## config.mk

```make
export PLATFORM = sky130hd
export DESIGN_NAME = alu_result_collector_flat
export DESIGN_NICKNAME = d
export VERILOG_FILES = /design/src/rtl/alu_pkg.sv /design/src/rtl/alu_result_collector_if.sv /design/src/rtl/alu_result_fifo.sv /design/src/rtl/alu_result_collector.sv /design/src/flat_wrapper.sv
export SDC_FILE = /design/constraint.sdc
export NUM_CORES = 1
export LEC_CHECK = 0
export ABC_AREA = 1
export CAP_MARGIN = 10
export CORE_MARGIN = 2
export CORE_UTILIZATION = 58
export DETAILED_ROUTE_END_ITERATION = 7
export PLACE_DENSITY = 0.84
export SLEW_MARGIN = 20
export SYNTH_ARGS = -nofsm -noshare
export SYNTH_HDL_FRONTEND = slang
export SYNTH_SLANG_ARGS = --single-unit
export TNS_END_PERCENT = 30
```

## constraint.sdc

```tcl
create_clock -name CLK -period 4.8 [get_ports CLK]
set_clock_uncertainty 0.1 [all_clocks]
set_input_delay 0.48 -clock CLK [delete_from_list [all_inputs] [get_ports CLK]]
set_output_delay 0.48 -clock CLK [all_outputs]
set_load 0.05 [all_outputs]
```

## src/rtl/alu_pkg.sv

```systemverilog
// Shared types for the ALU result collector: collector FSM states and the
// write-back entry carried through the result FIFO.
package alu_pkg;

  localparam int unsigned DATA_W      = 32;
  localparam int unsigned ENTRY_DST_W = 5;

  typedef enum logic [1:0] {
    IDLE        = 2'd0,
    WAIT_SINGLE = 2'd1,
    WAIT_LO     = 2'd2,
    WAIT_HI     = 2'd3
  } coll_state_e;

  typedef struct packed {
    logic [ENTRY_DST_W-1:0] dst;
    logic [DATA_W-1:0]      lo;
    logic [DATA_W-1:0]      hi;
    logic                   wide;
  } wb_entry_t;

  function automatic wb_entry_t mk_entry(input logic [ENTRY_DST_W-1:0] dst,
                                         input logic [DATA_W-1:0]      lo,
                                         input logic [DATA_W-1:0]      hi,
                                         input logic                   wide);
    wb_entry_t e;
    e.dst  = dst;
    e.lo   = lo;
    e.hi   = hi;
    e.wide = wide;
    return e;
  endfunction

endpackage

```

## src/rtl/alu_result_collector_if.sv

```systemverilog
// Issue / ALU-beat / write-back signal bundle of the result collector.
// master = issue logic, ALU and register file; slave = the collector.
interface alu_result_collector_if #(
  parameter int unsigned DST_W = alu_pkg::ENTRY_DST_W
);

  logic                      ISSUE;
  logic                      ISSUE_MUL;
  logic [DST_W-1:0]          ISSUE_DST;
  logic                      ISSUE_OK;
  logic                      ALU_VLD;
  logic [alu_pkg::DATA_W-1:0] ALU_DATA;
  logic                      WB_VALID;
  logic                      WB_READY;
  logic [DST_W-1:0]          WB_DST;
  logic [alu_pkg::DATA_W-1:0] WB_LO;
  logic [alu_pkg::DATA_W-1:0] WB_HI;
  logic                      WB_WIDE;
  logic                      BUSY;
  logic                      ERR;

  modport master (
    output ISSUE, ISSUE_MUL, ISSUE_DST, ALU_VLD, ALU_DATA, WB_READY,
    input  ISSUE_OK, WB_VALID, WB_DST, WB_LO, WB_HI, WB_WIDE, BUSY, ERR
  );

  modport slave (
    input  ISSUE, ISSUE_MUL, ISSUE_DST, ALU_VLD, ALU_DATA, WB_READY,
    output ISSUE_OK, WB_VALID, WB_DST, WB_LO, WB_HI, WB_WIDE, BUSY, ERR
  );

endinterface

```

## src/rtl/alu_result_fifo.sv

```systemverilog
// DEPTH-deep synchronous FIFO of write-back entries with a registered head
// that reads as all-zero while the FIFO is empty.
module alu_result_fifo
  import alu_pkg::*;
#(
  parameter  int unsigned DEPTH = 4,
  localparam int unsigned PTR_W = $clog2(DEPTH),
  localparam int unsigned CNT_W = $clog2(DEPTH) + 1
) (
  input  logic             CLK,
  input  logic             RST,
  input  logic             push,
  input  wb_entry_t        push_data,
  input  logic             pop,
  output wb_entry_t        head,
  output logic             empty,
  output logic             full,
  output logic [CNT_W-1:0] count_nxt_c
);

  localparam logic [CNT_W-1:0] DEPTH_C = CNT_W'(DEPTH);

  wb_entry_t        mem [DEPTH];
  logic [PTR_W-1:0] rd_ptr;
  logic [PTR_W-1:0] wr_ptr;
  logic [PTR_W-1:0] rd_ptr_inc;
  logic [CNT_W-1:0] count;
  logic             pop_ok_c;
  logic             push_ok_c;
  wb_entry_t        head_nxt_c;

  // A pop frees its slot in the same cycle, so a full FIFO can still accept.
  assign pop_ok_c   = pop & ~empty;
  assign push_ok_c  = push & (~full | pop_ok_c);
  assign rd_ptr_inc = PTR_W'(rd_ptr + 1'b1);

  always_comb begin
    count_nxt_c = count;
    if (push_ok_c && !pop_ok_c) begin
      count_nxt_c = CNT_W'(count + 1'b1);
    end else if (pop_ok_c && !push_ok_c) begin
      count_nxt_c = CNT_W'(count - 1'b1);
    end
  end

  // Next head: the new entry when it lands in an empty slot, else the next stored one.
  always_comb begin
    head_nxt_c = head;
    if (count_nxt_c == '0) begin
      head_nxt_c = '0;
    end else if (pop_ok_c) begin
      head_nxt_c = (count == CNT_W'(1)) ? push_data : mem[rd_ptr_inc];
    end else if (empty) begin
      head_nxt_c = push_data;
    end
  end

  always_ff @(posedge CLK) begin
    if (RST) begin
      rd_ptr <= '0;
      wr_ptr <= '0;
      count  <= '0;
      empty  <= 1'b1;
      full   <= 1'b0;
      head   <= '0;
    end else begin
      if (push_ok_c) wr_ptr <= PTR_W'(wr_ptr + 1'b1);
      if (pop_ok_c)  rd_ptr <= rd_ptr_inc;
      count <= count_nxt_c;
      empty <= (count_nxt_c == '0);
      full  <= (count_nxt_c == DEPTH_C);
      head  <= head_nxt_c;
    end
  end

  always_ff @(posedge CLK) begin
    if (push_ok_c) mem[wr_ptr] <= push_data;
  end

endmodule

```

## src/rtl/alu_result_collector.sv

```systemverilog
// Collects ALU result beats (merging two-beat multiplies) into tagged entries,
// buffers them for register-file write-back and issues credit to the issue logic.
module alu_result_collector
  import alu_pkg::*;
#(
  parameter int unsigned DEPTH = 4,
  parameter int unsigned DST_W = ENTRY_DST_W
) (
  input logic                   CLK,
  input logic                   RST,
  alu_result_collector_if.slave bus
);

  localparam int unsigned      CNT_W   = $clog2(DEPTH) + 1;
  localparam logic [CNT_W-1:0] DEPTH_C = CNT_W'(DEPTH);

  coll_state_e       state_q;
  coll_state_e       state_d;
  logic [DST_W-1:0]  dst_q;
  logic [DATA_W-1:0] lo_q;
  logic              err_q;
  logic              issue_ok_q;
  logic              busy_q;

  logic              cap_dst_c;
  logic              cap_lo_c;
  logic              push_c;
  logic              pop_c;
  logic              drop_c;
  logic              err_set_c;
  wb_entry_t         push_data_c;

  wb_entry_t         head;
  logic              fifo_empty;
  logic              fifo_full;
  logic [CNT_W-1:0]  count_nxt_c;

  assign pop_c  = bus.WB_READY & ~fifo_empty;
  assign drop_c = push_c & fifo_full & ~pop_c;

  // Collector next-state, capture strobes, push and protocol-error detection.
  always_comb begin
    state_d     = state_q;
    cap_dst_c   = 1'b0;
    cap_lo_c    = 1'b0;
    push_c      = 1'b0;
    push_data_c = '0;
    err_set_c   = 1'b0;

    if (bus.ISSUE && !issue_ok_q) err_set_c = 1'b1;

    unique case (state_q)
      IDLE: begin
        if (bus.ALU_VLD) err_set_c = 1'b1;
        if (bus.ISSUE && issue_ok_q) begin
          cap_dst_c = 1'b1;
          state_d   = bus.ISSUE_MUL ? WAIT_LO : WAIT_SINGLE;
        end
      end
      WAIT_SINGLE: begin
        if (bus.ALU_VLD) begin
          push_c      = 1'b1;
          push_data_c = mk_entry(ENTRY_DST_W'(dst_q), bus.ALU_DATA, '0, 1'b0);
          state_d     = IDLE;
        end
      end
      WAIT_LO: begin
        if (bus.ALU_VLD) begin
          cap_lo_c = 1'b1;
          state_d  = WAIT_HI;
        end
      end
      WAIT_HI: begin
        // The high beat must follow the low beat directly; a gap abandons the op.
        if (bus.ALU_VLD) begin
          push_c      = 1'b1;
          push_data_c = mk_entry(ENTRY_DST_W'(dst_q), lo_q, bus.ALU_DATA, 1'b1);
        end else begin
          err_set_c = 1'b1;
        end
        state_d = IDLE;
      end
      default: state_d = IDLE;
    endcase

    if (drop_c) err_set_c = 1'b1;
  end

  always_ff @(posedge CLK) begin
    if (RST) state_q <= IDLE;
    else     state_q <= state_d;
  end

  // Credit and busy are registered from next-cycle state so they match the FIFO view.
  always_ff @(posedge CLK) begin
    if (RST) begin
      dst_q      <= '0;
      lo_q       <= '0;
      err_q      <= 1'b0;
      issue_ok_q <= 1'b1;
      busy_q     <= 1'b0;
    end else begin
      if (cap_dst_c) dst_q <= bus.ISSUE_DST;
      if (cap_lo_c)  lo_q  <= bus.ALU_DATA;
      if (err_set_c) err_q <= 1'b1;
      issue_ok_q <= (state_d == IDLE) && (count_nxt_c != DEPTH_C);
      busy_q     <= (state_d != IDLE) || (count_nxt_c != '0);
    end
  end

  alu_result_fifo #(
    .DEPTH (DEPTH)
  ) u_fifo (
    .CLK         (CLK),
    .RST         (RST),
    .push        (push_c),
    .push_data   (push_data_c),
    .pop         (bus.WB_READY),
    .head        (head),
    .empty       (fifo_empty),
    .full        (fifo_full),
    .count_nxt_c (count_nxt_c)
  );

  assign bus.ISSUE_OK = issue_ok_q;
  assign bus.BUSY     = busy_q;
  assign bus.ERR      = err_q;
  assign bus.WB_VALID = ~fifo_empty;
  assign bus.WB_DST   = DST_W'(head.dst);
  assign bus.WB_LO    = head.lo;
  assign bus.WB_HI    = head.hi;
  assign bus.WB_WIDE  = head.wide;

endmodule

```

## src/flat_wrapper.sv

```systemverilog
// flat-port wrapper written by rule: the top's interface ports become plain ports
module alu_result_collector_flat import alu_pkg::*;
#(
  parameter int unsigned DEPTH = 4,
  parameter int unsigned DST_W = ENTRY_DST_W
)
  (CLK, RST, bus_ISSUE, bus_ISSUE_MUL, bus_ISSUE_DST, bus_ALU_VLD, bus_ALU_DATA, bus_WB_READY, bus_ISSUE_OK, bus_WB_VALID, bus_WB_DST, bus_WB_LO, bus_WB_HI, bus_WB_WIDE, bus_BUSY, bus_ERR);
  alu_result_collector_if #(.DST_W(DST_W)) bus_i ();
  input logic CLK;
  input logic RST;
  input wire logic [$bits(bus_i.ISSUE)-1:0] bus_ISSUE;
  input wire logic [$bits(bus_i.ISSUE_MUL)-1:0] bus_ISSUE_MUL;
  input wire logic [$bits(bus_i.ISSUE_DST)-1:0] bus_ISSUE_DST;
  input wire logic [$bits(bus_i.ALU_VLD)-1:0] bus_ALU_VLD;
  input wire logic [$bits(bus_i.ALU_DATA)-1:0] bus_ALU_DATA;
  input wire logic [$bits(bus_i.WB_READY)-1:0] bus_WB_READY;
  output wire logic [$bits(bus_i.ISSUE_OK)-1:0] bus_ISSUE_OK;
  output wire logic [$bits(bus_i.WB_VALID)-1:0] bus_WB_VALID;
  output wire logic [$bits(bus_i.WB_DST)-1:0] bus_WB_DST;
  output wire logic [$bits(bus_i.WB_LO)-1:0] bus_WB_LO;
  output wire logic [$bits(bus_i.WB_HI)-1:0] bus_WB_HI;
  output wire logic [$bits(bus_i.WB_WIDE)-1:0] bus_WB_WIDE;
  output wire logic [$bits(bus_i.BUSY)-1:0] bus_BUSY;
  output wire logic [$bits(bus_i.ERR)-1:0] bus_ERR;
  assign bus_i.ISSUE = bus_ISSUE;
  assign bus_i.ISSUE_MUL = bus_ISSUE_MUL;
  assign bus_i.ISSUE_DST = bus_ISSUE_DST;
  assign bus_i.ALU_VLD = bus_ALU_VLD;
  assign bus_i.ALU_DATA = bus_ALU_DATA;
  assign bus_i.WB_READY = bus_WB_READY;
  assign bus_ISSUE_OK = bus_i.ISSUE_OK;
  assign bus_WB_VALID = bus_i.WB_VALID;
  assign bus_WB_DST = bus_i.WB_DST;
  assign bus_WB_LO = bus_i.WB_LO;
  assign bus_WB_HI = bus_i.WB_HI;
  assign bus_WB_WIDE = bus_i.WB_WIDE;
  assign bus_BUSY = bus_i.BUSY;
  assign bus_ERR = bus_i.ERR;
  alu_result_collector #(.DEPTH(DEPTH), .DST_W(DST_W)) u_core (.CLK(CLK), .RST(RST), .bus(bus_i));
endmodule
```

### Word-level counts from Yosys, hierarchy flattened

Memory sizes are Yosys's and may differ from the RTL's.
Index checks and enable logic that the tools add are counted.

* register bits after elaboration: 121
* memory bits (writable): 280
* bits of input ports: 43
* output and inout port bits: 74
* word-level logic and storage cells: 76
* memories: 1

* $add $sub $neg: 4
* equal/unequal tests: 6
* muxes and demuxes: 25
* bitwise logic cells: 8
* reductions and logical operators: 17

Memories
* u_core.u_fifo.mem: words 4, bits a word 70, read ports 1, clocked after Yosys merged registers in 0, write ports 1, line alu_result_fifo.sv:23 `wb_entry_t mem [DEPTH];`

Operators with widths (number)
* 70-bit two-way mux: 5
* 70-bit one-hot mux with 2 select lines: 1
* 1-bit two-way mux: 11
* 2-bit two-way mux: 4
* 2-bit one-hot mux with 4 select lines: 1
* 3-bit two-way mux: 2
* 1-bit logical AND: 5
* 2-bit by 1-bit adder with 2-bit output, second input constant: 2
* 1-bit bitwise AND: 4
* 2-bit == test, second input constant: 2
* 2-bit zero test: 2
* 2-bit nonzero test: 2
* 2-bit OR reduction: 2
* 3-bit by 1-bit adder with 3-bit output, second input constant: 1
* 3-bit by 1-bit == test with 1-bit output, second input constant: 1
* 3-bit == test, second input constant: 1
* 1-bit zero test: 3
* 3-bit zero test: 1
* 3-bit != test, second input constant: 1
* 1-bit inverter: 3
* 3-bit nonzero test: 1
* 3-bit by 1-bit subtractor with 3-bit output, second input constant: 1
* 2-bit by 1-bit == test with 1-bit output, second input constant: 1
* 1-bit one-hot mux with 2 select lines: 1
* other kinds (2): 2

### Logic depth before layout (Yosys ltp)

Gate-level depths: netlist of the first run.

* depth after elaboration: 10
* gate-level depth with buffers: 12
* gate-level depth less buffers: 10

### Modules after synthesis

A second synthesis of the first run with hierarchy kept.

* cell total of the unflattened synthesis: 1848
* area, all modules: 17125.2 µm²

Modules (own cells, without submodules)
* alu_result_fifo: instances 1, cells each 1521, area an instance 15006.9 µm², seq. area each 9989.6 µm²
* alu_result_collector: instances 1, cells each 327, area an instance 2118.3 µm², seq. area each 840.8 µm²

### Least setup slack after synthesis of the first run

OpenSTA, ideal clock, no wires.

* path type: register to register
* from: register u_core.u_fifo.empty
* to: memory u_core.u_fifo.mem[0][0] (netlist name), enable pin
* setup time: 498 ps
* arrival: 4079 ps
* required time: 4202 ps
* path slack: 123 ps
* cell stages (with the launch flop): 6
* path buffers: 0
* period minus slack after synthesis: 4677 ps
* path through: dfxtp_1 > inv_1 > nand2_2 > a21oi_1 > inv_1 > nor2_1

* longest elaborated chain between the ends: 6

RTL lines
* start, declared: line alu_result_fifo.sv:16 `output logic empty,`
* start signal, assigned: line alu_result_fifo.sv:70 `empty <= (count_nxt_c == '0);`
* 1-bit inverter
* via bus_WB_VALID: line flat_wrapper.sv:18 `output wire logic [$bits(bus_i.WB_VALID)-1:0] bus_WB_VALID;`
* 1-bit bitwise AND: line alu_result_fifo.sv:33 `assign pop_ok_c = pop & ~empty;`
* 1-bit bitwise OR: line alu_result_fifo.sv:34 `assign push_ok_c = push & (~full | pop_ok_c);`
* 1-bit bitwise AND: line alu_result_fifo.sv:34
* 1-bit two-way mux: line alu_result_fifo.sv:77 `if (push_ok_c) mem[wr_ptr] <= push_data;`
* 1-bit two-way mux (implied by the code): line alu_result_fifo.sv:77
* end, declared: line alu_result_fifo.sv:23

The timed path passes the listed nets, and every way through them passes these cells.

==> results of run 1 <==
==> placed cells by master, fill, tap and decap left out, types with 8 or more instances in the layout <==
cell type	count
a21boi_0	8
a21oi_1	114
buf_4	13
clkbuf_16	41
clkdlybuf4s50_1	116
clkinv_2	14
dfxtp_1	120
edfxtp_1	280
ha_1	11
inv_1	188
nand2_1	462
nand3_1	86
nor2_1	118
o21ai_0	145
o22ai_1	26
or2_2	60
==> cell type report <==
class,count,area share (%)
well taps,384,2.448
flip-flops and latches,401,55.20
clock buffers,50,5.553
repair buffers,135,7.026
multi-input cells,1059,24.83
clock inverters,24,1.211
inverters,195,3.736
==> worst reg2reg max path, cell delays in order (launching register included) <==
cell and delay [ps]:
dfxtp_1 360, ha_1 270, nand2_2 570, clkinv_1 570, nand2_1 150, o21ai_0 220
nor2_1 220, nor2_1 70, a21boi_1 180, nor2_1 70
==> through the flow <==
step	util [%]	setup WS, ps	area [µm²]
CTS	68.55	1913	19620
finish	68.55	1822	19620
global placement	63.91	1361	18290
floorplan	-	123.0	16790
global route	68.55	1627	19620
detailed placement	63.92	1398	18300
==> report_power, final <==
group	internal [mW]	switching (mW)	total (mW)
combinational	0.844	1.98	2.83
clock	1.84	1.31	3.15
sequential	3.95	0.129	4.08
==> logic make-up (layout without fill, tap and decap cells) <==
| logic type | Yosys count | after routing |
|---|---|---|
| AO/OA/AOI/OAI | 305 | 305 |
| AND/OR/NAND/NOR | 741 | 741 |
| adder cells (fa/ha/maj) | 11 | 11 |
| flip-flops | 401 | 401 |
| XOR/XNOR | 2 | 2 |
| buffers and inverters | 292 | 404 |
==> flip-flops by register name (all words and copies together), names as in the netlist, 2 cells and up <==
name / flops
u_core.dst_q: 5
u_core.lo_q: 32
u_core.state_q: 2
u_core.u_fifo.count: 3
u_core.u_fifo.head: 70
u_core.u_fifo.mem: 280
u_core.u_fifo.rd_ptr: 2
u_core.u_fifo.wr_ptr: 2
==> worst paths after layout <==
path | end | slack, ps | cells after the start
worst max-delay path | u_core.u_fifo.head[55] | 1820 | 9
worst min-delay path | u_core.lo_q[3] | 360 | 2
worst max register to register | u_core.u_fifo.head[55] | 1900 | 9
worst min register to register | u_core.lo_q[3] | 360 | 2
==> routing by layer <==
metal | GRT usage [%] | share of wire, % | vias up
li1 | - | - | 5908
met1 | 36.52 | 37 | 6104
met2 | 47.13 | 48 | 830
met3 | 6.190 | 11 | 144
met4 | 13.62 | 4.3 | 0
met5 | 0 | 0 | -
==> flow_summary.json, run 1 <==
{
  "synth_compound_area_share_pct": 9.585,
  "synth_top_area_share_pct": 50.09,
  "path_buf_inv": 2,
  "overflow": 0,
  "cpPeakStageDelay_ps": 680,
  "fin_cells": 2248,
  "port_buffers": 116,
  "routed_wl_mm": 43.66,
  "syn_area_um2": 16790,
  "start_util_pct": 58.65,
  "synth_ff_type": "edfxtp_1",
  "wl_per_cell_um": 19.42,
  "seq_area_um2": 10830,
  "yosysMostFrequentCell": "nand2_1",
  "first_global_vias": 12960,
  "cp-start-kind": "input port",
  "hold_viol": 0,
  "ant_nets": 0,
  "cts_htree_levels": 2,
  "synth_seq_area_share_pct": 64.52,
  "slew_viol_final": 0,
  "cap_violations": 0,
  "diodes": 0,
  "synthMuxAreaShare_pct": 0,
  "p_leak_nw": 7.913,
  "clkSlewWorstSetupHoldPaths_ps": 70,
  "startpoint": "bus_ALU_VLD",
  "drt_pass1_iterations": 8,
  "synthXorXnorAreaFrac_pct": 0.1043,
  "nFillCells": 1939,
  "root_buffer": "clkbuf_16",
  "viasPerCell": 5.777,
  "drc": 0,
  "regToRegStartpoint": "u_core.state_q[0]",
  "crit_fanout": 32,
  "syn_inst": 1752,
  "synth_top_family_by_area": "simple AND/OR/NAND/NOR gates",
  "clockBufferDepth": 3,
  "power_mw": 10.06,
  "rsz0062_at_grt": "no",
  "ctsHoldBuffers": 0,
  "cp_cell_sequence": "clkdlybuf4s50_1, nand2_2, clkinv_1, nand2_1, o21ai_0, nor2_1, nor2_1, a21boi_1, nor2_1",
  "crit_required_ps": 5110,
  "powerDensity_nw_per_um2": 512.6,
  "area_growth_syn_to_layout_pct": 16.90,
  "die_h_um": 174.1,
  "timing.fmax_mhz": 335.8,
  "avgSynthCellArea_um2": 9.582,
  "cp_common_cell": "nor2_1",
  "io_pins": 117,
  "synthArstFlopShare_pct": 0,
  "maxSlewHeadroom_pct": 31.99,
  "rows": 62,
  "post_cts_buffers": 0,
  "cp_slowest_cell": "nand2_2",
  "ir_drop_mv": 0.4760,
  "core_um2": 28630,
  "holdWs_ps": 363.9,
  "yosys-top-cells-area": "edfxtp_1, dfxtp_1, nand2_1",
  "hp-class": "flop to flop",
  "path_delay_family": "buffers and inverters",
  "synth_edf_count": 280,
  "grt_first_pass_wirelength_mm": 68.26,
  "worst_pin_slew_ps": 1019,
  "grt_max_degree": 72,
  "final.period_utilization_pct": 62.04,
  "clk_latency_ps": 540,
  "critical_path_class": "input port to flop",
  "die_w_um": 174.1,
  "globalplace.congestion": 0.8084,
  "synthAdderAreaFrac_pct": 0.8199,
  "grt.total_usage_pct": 28.68,
  "min-delay-start": "u_core.lo_q[3]",
  "ys_ff_latch": 401,
  "ys_types": 29,
  "dieArea_um2": 30320,
  "synth_warnings": 0,
  "yosysTopAreaCell": "edfxtp_1",
  "outcome": "complete, no violations",
  "multiInputGateArea_um2": 4872,
  "antenna_found_initial": 0,
  "cts_tree": "yes",
  "cts_resized": 0,
  "end_kind": "flop",
  "synthesis.nets": 1806,
  "setup_viol": 0,
  "numCtsBuffers": 40,
  "final_nets": 1886,
  "dp.cells": 2174,
  "clock-sinks": 401,
  "fin_setup_tns_ps": 0,
  "cp.arrival_ps": 3290,
  "hpwl_mm": 24.84,
  "layout_min_cycle_time_ps": 2978,
  "drtIter0Drc": 1461,
  "drive_gt1_share_pct": 8.691,
  "routed-via-count": 12990,
  "yosys.area_share.simple_pct": 18.23,
  "synthTopCellsByCount": "nand2_1, edfxtp_1, inv_1"
}
No activity file was read; power rests on OpenSTA's default activity.
==> inputs of run 2 (changes only) <==
Clock period 4.8 ns to 2.9 ns, I/O delays scaled along.
==> run 2 against run 1 <==
Clock power increased by 67%. Sequential power increased by 65%. Worst hold slack got worse by 110 ps. First-iteration DRC count increased by 23%. Critical path depth unchanged. Cell area increased by 1.2%. Cell count increased by 0.85%. Via count increased by 0.47%.
==> flow_summary.json, run 2 (synthesis gave the netlist of run 1 again) <==
{
  "fin_setup_tns_ps": 0,
  "antenna_found_initial": 0,
  "diodes": 0,
  "cts_htree_levels": 2,
  "overflow": 0,
  "startpoint": "u_core.state_q[0]",
  "power_mw": 16.79,
  "area_growth_syn_to_layout_pct": 18.28,
  "worst_pin_slew_ps": 664.1,
  "reg2reg_depth": 9,
  "wl_per_cell_um": 19.09,
  "holdWs_ps": 253.8,
  "p_leak_nw": 8.037,
  "slew_viol_final": 0,
  "first_global_vias": 12760,
  "clock-sinks": 401,
  "cp_cell_sequence": "ha_1, nand2_2, clkinv_1, nand2_1, o21ai_0, nor2_1, nor2_1, a21boi_1, nor2_1",
  "globalplace.congestion": 0.8077,
  "viasPerCell": 5.755,
  "cpPeakStageDelay_ps": 390,
  "start_util_pct": 58.65,
  "regToRegStartpoint": "u_core.state_q[0]",
  "crit_fanout": 13,
  "drive_gt1_share_pct": 9.506,
  "seq_area_um2": 10830,
  "cp.arrival_ps": 2580,
  "grt_max_degree": 85,
  "final_util_pct": 69.37,
  "core_um2": 28630,
  "clk_latency_ps": 540,
  "hpwl_mm": 25.34,
  "drc": 0,
  "largest_reg_flops": 280,
  "final_common_cell": "nand2_1",
  "min-delay-start": "bus_ISSUE_DST[0]",
  "critical_path_class": "flop to flop",
  "port_buffers": 116,
  "maxSlewHeadroom_pct": 55.26,
  "regToRegEndpoint": "u_core.u_fifo.head[59]",
  "r2r_slack_ps": 630,
  "hold_viol": 0,
  "cap_violations": 0,
  "numCtsBuffers": 40,
  "ctsHoldBuffers": 0,
  "dp_worst_setup_slack_ps": 372.5,
  "nFillCells": 1967,
  "reg_top3": "u_core.u_fifo.mem x280, u_core.u_fifo.head x70, u_core.lo_q x32",
  "io_pins": 117,
  "rsz0062_at_grt": "no",
  "ir_drop_mv": 0.5888,
  "end_kind": "flop",
  "setup_viol": 0,
  "grt.total_usage_pct": 28.10,
  "whs_path_depth": 3,
  "clockBufferDepth": 3,
  "drt_pass1_iterations": 6,
  "final_nets": 1905,
  "final.period_utilization_pct": 78.12,
  "root_buffer": "clkbuf_16",
  "hp-class": "input port to flop",
  "rows": 62,
  "drtIter0Drc": 1799,
  "cp_slowest_cell": "clkinv_1",
  "layout_min_cycle_time_ps": 2265,
  "cp-start-kind": "flop",
  "routed-via-count": 13050,
  "die_h_um": 174.1,
  "post_cts_buffers": 0,
  "cts_resized": 0,
  "outcome": "complete, no violations",
  "clkSlewWorstSetupHoldPaths_ps": 60,
  "powerDensity_nw_per_um2": 845.5,
  "ant_nets": 0,
  "timing.fmax_mhz": 441.4,
  "multiInputGateArea_um2": 4870,
  "crit_required_ps": 3220,
  "die_w_um": 174.1,
  "cp_common_cell": "nor2_1",
  "routed_wl_mm": 43.27,
  "grt_first_pass_wirelength_mm": 67.37,
  "dieArea_um2": 30320,
  "layout_setup_ws_ps": 634.6,
  "crit_end": "u_core.u_fifo.head[59]",
  "final_cell_mix": "nand2_1, edfxtp_1, inv_1",
  "top_register": "u_core.u_fifo.mem",
  "cts_tree": "yes"
}
==> run 2: critical path, delay by kind of cell (launching register included) <==
family	cells	cell delay, ps
AND/OR/NAND/NOR	5	620
adder cells (fa/ha/maj)	1	270
AO/OA/AOI/OAI	2	420
buffers and inverters	1	390
flip-flops	1	360
==> run 2: layout make-up <==
type | instances | share of cell area, %
Sequential cell | 401 | 54.55
Inverter | 195 | 3.693
Clock inverter | 23 | 1.159
Clock buffer | 51 | 5.614
Timing Repair Buffer | 154 | 8.040
Multi-Input combinational cell | 1059 | 24.52
Tap cell | 384 | 2.420
==> run 2: power by group <==
part	total, mW	internal, mW	switching, mW
Clock	5.27	3.09	2.18
Sequential	6.75	6.54	0.211
Combinational	4.76	1.49	3.27
Total	16.8	11.1	5.66
==> run 2: metal layers <==
| layer | vias up | GRT usage [%] | share of wire, % |
|---|---|---|---|
| met5 | - | 0 | 0 |
| met3 | 146 | 4.637 | 10 |
| met1 | 6127 | 36.64 | 38 |
| met4 | 0 | 12.36 | 3.9 |
| li1 | 5932 | - | - |
| met2 | 842 | 46.73 | 48 |
==> run 2: through the flow <==
step,cell area (µm²),std cells
floorplan,16800,1752
global placement,18510,2193
detailed placement,18510,2193
CTS,19860,2267
global route,19860,2267
finish,19860,2267
==> run 2: how the worst min path moves through the flow <==
| stage | end |
|---|---|
| 2_1_floorplan | u_core.lo_q[15] |
| 3_3_place_gp | u_core.lo_q[20] |
| 3_5_place_dp | u_core.lo_q[5] |
| 4_1_cts | u_core.dst_q[0] |
| 5_1_grt | u_core.dst_q[2] |
| 6_report | u_core.dst_q[0] |
==> inputs of run 3 (changes only) <==
Clock period 2.9 ns to 2.27 ns, I/O delays scaled along.
==> run 3 against run 2 <==
Critical endpoint is now bus_WB_LO[8]. Sequential power increased by 29%. Flip-flop and latch count unchanged. Worst setup slack worse by 580 ps. Worst hold slack got worse by 72 ps. Count of clock-buffer cells in the layout is 1 higher. Cell area up 2.2%. Largest power group unchanged. Routed wire length is 1.3% higher. Critical path type is now flop to output port.
==> flow_summary.json, run 3 (synthesis gave the netlist of run 1 again) <==
{
  "reg2reg_depth": 10,
  "cap_violations": 0,
  "cpPeakStageDelay_ps": 860,
  "final_common_cell": "nand2_1",
  "critical_path_class": "flop to output port",
  "dp.cells": 2220,
  "p_leak_nw": 8.239,
  "cp.arrival_ps": 1880,
  "final.period_utilization_pct": 97.42,
  "globalplace.congestion": 0.8242,
  "ant_nets": 0,
  "cp_slowest_cell": "clkdlybuf4s50_1",
  "port_buffers": 116,
  "setup_viol": 0,
  "clock-sinks": 401,
  "reg_top3": "u_core.u_fifo.mem x280, u_core.u_fifo.head x70, u_core.lo_q x32",
  "grt.total_usage_pct": 28.95,
  "antenna_found_initial": 0,
  "cp_cell_sequence": "clkdlybuf4s50_1",
  "powerDensity_nw_per_um2": 1078,
  "dp_worst_setup_slack_ps": -84.36,
  "cp-start-kind": "flop",
  "grt_max_degree": 71,
  "rows": 62,
  "crit_fanout": 2,
  "post_cts_buffers": 0,
  "path_delay_family": "buffers and inverters",
  "regToRegStartpoint": "u_core.state_q[0]",
  "numCtsBuffers": 40,
  "layout_min_cycle_time_ps": 2211,
  "end_kind": "output port",
  "hold_viol": 0,
  "root_buffer": "clkbuf_16",
  "crit_required_ps": 1940,
  "drt_pass1_iterations": 7,
  "largest_reg_flops": 280,
  "fin_cells": 2294,
  "viasPerCell": 5.711,
  "rsz0062_at_grt": "no",
  "clkSlewWorstSetupHoldPaths_ps": 60,
  "drc": 0,
  "startpoint": "u_core.u_fifo.head[41]",
  "met1_length_mm": 16.14,
  "core_um2": 28630,
  "top_register": "u_core.u_fifo.mem",
  "layout_setup_ws_ps": 58.51,
  "start_util_pct": 58.65,
  "clk_latency_ps": 540,
  "hpwl_mm": 26.31,
  "die_h_um": 174.1,
  "drive_gt1_share_pct": 11.15,
  "diodes": 0,
  "cts_htree_levels": 2,
  "ir_drop_mv": 0.8343,
  "hp-class": "input port to flop",
  "area_growth_syn_to_layout_pct": 20.86,
  "grt_first_pass_wirelength_mm": 68.61,
  "r2r_slack_ps": 100,
  "outcome": "complete, no violations",
  "power_mw": 21.86,
  "crit_cells": 1,
  "drtIter0Drc": 1691,
  "path_buf_inv": 1,
  "holdWs_ps": 181.5,
  "top_layer": "met4",
  "slew_viol_final": 0,
  "overflow": 0,
  "timing.fmax_mhz": 452.2,
  "crit_end": "bus_WB_LO[8]",
  "die_w_um": 174.1,
  "clockBufferDepth": 3,
  "routed_wl_mm": 43.84,
  "maxSlewHeadroom_pct": 48.71,
  "io_pins": 117,
  "cts_tree": "yes",
  "worst_pin_slew_ps": 761.3,
  "wl_met2_mm": 21.81,
  "ctsHoldBuffers": 0,
  "regToRegEndpoint": "u_core.u_fifo.head[59]",
  "wl_per_cell_um": 19.11,
  "routed-via-count": 13100,
  "final_cell_mix": "nand2_1, edfxtp_1, inv_1",
  "met3_length_mm": 4.201,
  "final_nets": 1932,
  "first_global_vias": 13100,
  "dieArea_um2": 30320
}
[run 3: changes by cell type in the layout (fill, tap and decap cells not counted), sizes merged]
| cell | before | now |
|---|---|---|
| clkinvlp | 3 | 4 |
| clkbuf | 51 | 52 |
| bufinv | 4 | 5 |
| buf | 38 | 65 |
| clkinv | 17 | 14 |
[run 3: per-layer routing]
metal	vias up	global-route usage (%)
li1	5993	-
met1	6165	35.89
met2	808	49.73
met3	135	5.184
met4	0	13.10
met5	-	0
[run 3: area by class of cell]
type	count	area, µm²
multi-input combinational	1059	4917
tap	384	480.5
timing repair buffer	181	1937
clock buffer	52	1107
fill	1844	8335
clock inverter	22	275.3
sequential	401	10830
inverter	195	739.5
[run 3: how the worst min path moves through the flow]
stage,to,start,depth (start not counted),slack (ps)
detailed placement,u_core.lo_q[7],u_core.lo_q[7],2,340
global route,u_core.dst_q[2],bus_ISSUE_DST[2],3,190
global placement,u_core.lo_q[27],u_core.lo_q[27],2,340
CTS,u_core.dst_q[2],bus_ISSUE_DST[2],3,180
floorplan,u_core.lo_q[29],bus_ALU_DATA[29],2,280
finish,u_core.dst_q[2],bus_ISSUE_DST[2],3,180
[run 3: repair_timing]
action	in CTS	in global routing
endpoints found under the setup margin	0	5
endpoints found under the hold margin	0	0
gates resized for setup	0	5
[run 3: through the flow]
stage	setup TNS, ps	area (µm²)	util, %
after global routing	0	20290	70.88
after floorplan	-59420	16840	-
final	0	20290	70.88
after CTS	0	20260	70.77
after global placement	0	18880	65.94
after detailed placement	-4381	18880	65.94
[run 3: where the power goes]
| part | switching (mW) | internal, mW |
|---|---|---|
| Combinational | 4.27 | 2.03 |
| Clock | 2.82 | 4.06 |
| Sequential | 0.322 | 8.36 |
| Total | 7.42 | 14.4 |
